**config.mk**
```make
export PLATFORM = sky130hd
export DESIGN_NAME = life_step_engine
export DESIGN_NICKNAME = d
export VERILOG_FILES = /design/src/rtl/life_step_engine.sv
export SDC_FILE = /design/constraint.sdc
export NUM_CORES = 2
export LEC_CHECK = 0
export BUFFER_PORTS_ARGS = -buffer_cell sky130_fd_sc_hd__buf_2
export CORE_ASPECT_RATIO = 1.25
export CORE_UTILIZATION = 40
export CTS_CLUSTER_SIZE = 8
export DETAILED_ROUTE_END_ITERATION = 12
export PLACE_DENSITY_LB_ADDON = 0.05
export SLEW_MARGIN = 25
export SYNTH_ARGS = -nofsm -noshare
export SYNTH_HDL_FRONTEND = slang
export SYNTH_SLANG_ARGS = --single-unit
```
**constraint.sdc**
```tcl
create_clock -name clk -period 72.5 [get_ports clk]
set_clock_uncertainty 0.2 [all_clocks]
set_input_delay 14.5 -clock clk [delete_from_list [all_inputs] [get_ports clk]]
set_output_delay 14.5 -clock clk [all_outputs]
set_load 0.01 [all_outputs]
```
**src/rtl/life_step_engine.sv**
```systemverilog
// 16x16 Game of Life stepper: one cell per cycle from a snapshot, committed 258 edges after start.
// Optional LIFE_TORUS_EN: board edges wrap in both axes; otherwise off-board neighbours are dead.
module life_step_engine (
  input  logic         clk,
  input  logic         reset,
  input  logic         load,
  input  logic [255:0] seed_i,
  input  logic         start,
  output logic [255:0] board_o,
  output logic [15:0]  generation_cnt_o,
  output logic         busy,
  output logic         done
);

  localparam logic [1:0] IDLE   = 2'd0;
  localparam logic [1:0] SCAN   = 2'd1;
  localparam logic [1:0] COMMIT = 2'd2;

  logic [1:0]   state;
  logic [255:0] snap;
  logic [255:0] next_board;
  logic [7:0]   idx;
  logic [3:0]   row;
  logic [3:0]   col;
  logic [3:0]   nbr_cnt;
  logic         new_cell;

  assign row = idx[7:4];
  assign col = idx[3:0];

  // Signed coordinates so the -1 / +16 neighbours of edge cells can be recognised.
  function automatic logic cell_at(input logic [255:0] b, input int r, input int c);
`ifdef LIFE_TORUS_EN
    return b[{r[3:0], c[3:0]}];
`else
    if (r < 0 || r > 15 || c < 0 || c > 15) return 1'b0;
    return b[{r[3:0], c[3:0]}];
`endif
  endfunction

  always_comb begin
    nbr_cnt = 4'd0;
    for (int dr = -1; dr <= 1; dr++) begin
      for (int dc = -1; dc <= 1; dc++) begin
        if (!(dr == 0 && dc == 0))
          nbr_cnt = nbr_cnt + {3'b000, cell_at(snap, int'(row) + dr, int'(col) + dc)};
      end
    end
  end

  assign new_cell = snap[idx] ? (nbr_cnt == 4'd2 || nbr_cnt == 4'd3) : (nbr_cnt == 4'd3);

  always_ff @(posedge clk or posedge reset) begin
    if (reset) begin
      state            <= IDLE;
      board_o          <= '0;
      generation_cnt_o <= '0;
      busy             <= 1'b0;
      done             <= 1'b0;
      snap             <= '0;
      next_board       <= '0;
      idx              <= '0;
    end else begin
      done <= 1'b0;
      case (state)
        IDLE: begin
          if (load) begin
            board_o          <= seed_i;
            generation_cnt_o <= '0;
          end else if (start) begin
            snap  <= board_o;
            idx   <= '0;
            busy  <= 1'b1;
            state <= SCAN;
          end
        end
        SCAN: begin
          next_board[idx] <= new_cell;
          idx             <= idx + 8'd1;
          if (idx == 8'd255) state <= COMMIT;
        end
        COMMIT: begin
          board_o          <= next_board;
          generation_cnt_o <= generation_cnt_o + 16'd1;
          done             <= 1'b1;
          busy             <= 1'b0;
          state            <= IDLE;
        end
        default: state <= IDLE;
      endcase
    end
  end

endmodule
```
==> reports/metrics.cfg <==
[layout]
area_growth_syn_to_layout_pct=17.17
seqCellArea_um2=19930
nets=4406
final_common_cell=dfrtp_1
layout_common_cells=791 x dfrtp_1, 621 x nand2_1, 599 x nor2_1
drive_gt1_frac=0.2918
num-fill-cells=9279
multi_input_area_um2=18140

[clocking]
htreeDepth=3
cts_sinks=796
ctsResizeCount=0
worstSkewPairLatency_ps=700
post_cts_buffers=0
cts_tree=yes
clockBufferDepth=3
ctsRootBufferMaster=clkbuf_16
clk_pin_slew_ps=50
numCtsBuffers=110
cts.hold.buffers_added=0

[worst_hold_path]
min_path_type=reg -> reg
hp-start=next_board[146]
whs_endpoint=board_o[146]
whs_path_depth=2

[place]
io_buffers=533
hpwlAfterDp_mm=99.04
routabilityCongestion=0.9186

[outcome]
outcome=finished, final reports clean

[setup_path]
timing.critical_path.from=load
reg2reg_setup_slack_ps=62970
crit_type=in -> reg
cp_num_buf_inv=3
crit_path_start_kind=primary input
worstReg2RegStart=idx[0]
reg2reg_to=next_board[139]
crit_chain=buf_2 > nor2b_1 > and2_4 > buf_4 > buf_6 > mux2_2
r2r_cells=25
arrival_ps=17380
slowest_stage=buf_4
end_kind=flop
cp_top_family=buffers and inverters
cp.required_ps=72850
crit_path_max_incr_delay_ps=700
crit_fanout=78

[sta]
period_needed_ps=17030
setup_viol=0
finalCritPeriodShare=0.2349
hold_viol=0
worst_pin_slew_ps=1168
fin_tns_setup_ps=0
rsz0062_at_grt=no
max_freq_mhz=58.72
drv_slew=0
slew_headroom=0.2194

[drt]
wl_per_cell_um=26.76
via_per_inst=5.694
wirelength_mm=145.5
vias=30960
drc=0
first_pass_iters=6
drt-initial-drc-count=2620
postRouteAntennaNets=0

[synthesis]
synth_nets=3955
ys_top_cells_by_area=dfrtp_1 51%, mux4_2 9.7%, mux2_2 8.0%
synthFlopType=dfrtp_1
synthCells=3677
yosysTopAreaCell=dfrtp_1
avgSynthCellArea_um2=10.67
yosysTopAreaCellShare=0.5078
ys_ff_latch=796
syn_area_um2=39230
yosysUniqueCellTypes=70
synth_warnings=0
ys_seq_area_frac=0.5078
synth_edf_count=0
synthArstFlopShare=1.000

[grt]
grt_max_degree=175
track_usage=0.2941
grt-ovfl-total=0
grt_pass1_vias=30840
antenna_found_initial=12
grt_pass1_wl_mm=214.3

[floorplanning]
start_util=0.4029
core_area_um2=97370
die_y_um=352.1
io_pins=534
rows=128
die_w_um=282.1
dieArea_um2=99340

[run]
drv_cap=0

cell families (layout without fill, tap and decap cells):
logic type               Yosys count  in the layout  share of synthesized area
adder cells (fa/ha/maj)           19             19                   0.006762
AND/OR/NAND/NOR                 1323           1323                     0.1317
multiplexers                     544            544                     0.2020
XOR/XNOR                          18             18                   0.004689
AO/OA/AOI/OAI                    699            699                     0.1136
other                              0              2                          0
flip-flops                       796            796                     0.5078
buffers and inverters            278            737                    0.03349
through the flow:
stage,hold WS [ps],cell area (µm²),util,instances,setup slack [ps]
floorplan,262.8,39230,-,3677,35450
global placement,271.0,42960,0.4412,5314,54570
detailed placement,275.7,42970,0.4413,5314,54520
CTS,281.0,45890,0.4713,5434,55240
global route,298.9,45960,0.4720,5437,54980
finish,282.5,45970,0.4721,5438,55470
area by class of cell:
| cell class | instances | area share |
|---|---|---|
| clock buffers | 114 | 0.06111 |
| well taps | 1300 | 0.03539 |
| multi-input cells | 2603 | 0.3947 |
| repair buffers | 600 | 0.07072 |
| diodes | 2 | 0.0001089 |
| inverters | 17 | 0.001769 |
| flip-flops and latches | 796 | 0.4336 |
| clock inverters | 6 | 0.002586 |
worst max path at each step:
stage	endpoint	slack [ps]	depth (start not counted)
global placement	snap[131]	54570	6
global route	next_board[17]	54980	5
finish	snap[138]	55470	6
CTS	snap[138]	55240	6
detailed placement	snap[138]	54520	6
floorplan	board_o[0]	35450	1
sequential cells by signal, indices dropped and copies added (netlist names):
| signal | count |
|---|---|
| board_o | 256 |
| next_board | 256 |
| snap | 256 |
| generation_cnt_o | 16 |
| busy | 1 |
| state | 2 |
| idx | 8 |
| done | 1 |
worst reg2reg max path: cells and delay by family, from the launching register on:
| kind | cells | cell delay, ps |
|---|---|---|
| AND/OR/NAND/NOR | 4 | 440 |
| AO/OA/AOI/OAI | 7 | 1850 |
| XOR/XNOR | 1 | 670 |
| multiplexers | 2 | 950 |
| adder cells (fa/ha/maj) | 6 | 2610 |
| buffers and inverters | 5 | 1990 |
| flip-flops | 1 | 610 |
synthesized netlist by cell type (all sizes together) (10+ instances only):
library cell	count
nand2	622
a22oi	272
o21ai	35
inv	16
dfrtp	796
a21oi	288
xnor2	10
nor2	600
buf	83
mux4	170
mux2i	97
clkbuf	178
a211oi	10
o22ai	29
nand4	10
nand3	47
nor3	12
ha	14
mux2	277
a31oi	11
layer usage:
layer | track usage | part of all wire | wire length [µm] | vias up
met2 | 0.4839 | 0.49 | 71490 | 1162
met1 | 0.3943 | 0.42 | 60760 | 15590
li1 | - | - | - | 13960
met3 | 0.04816 | 0.060 | 8800 | 237
met4 | 0.09391 | 0.030 | 4363 | 16
met5 | 0 | 0.00058 | 85 | -
Power is left out: the tool's default activity adds up to more than one toggle a clock period on the data nets, which glitch-free logic cannot reach.
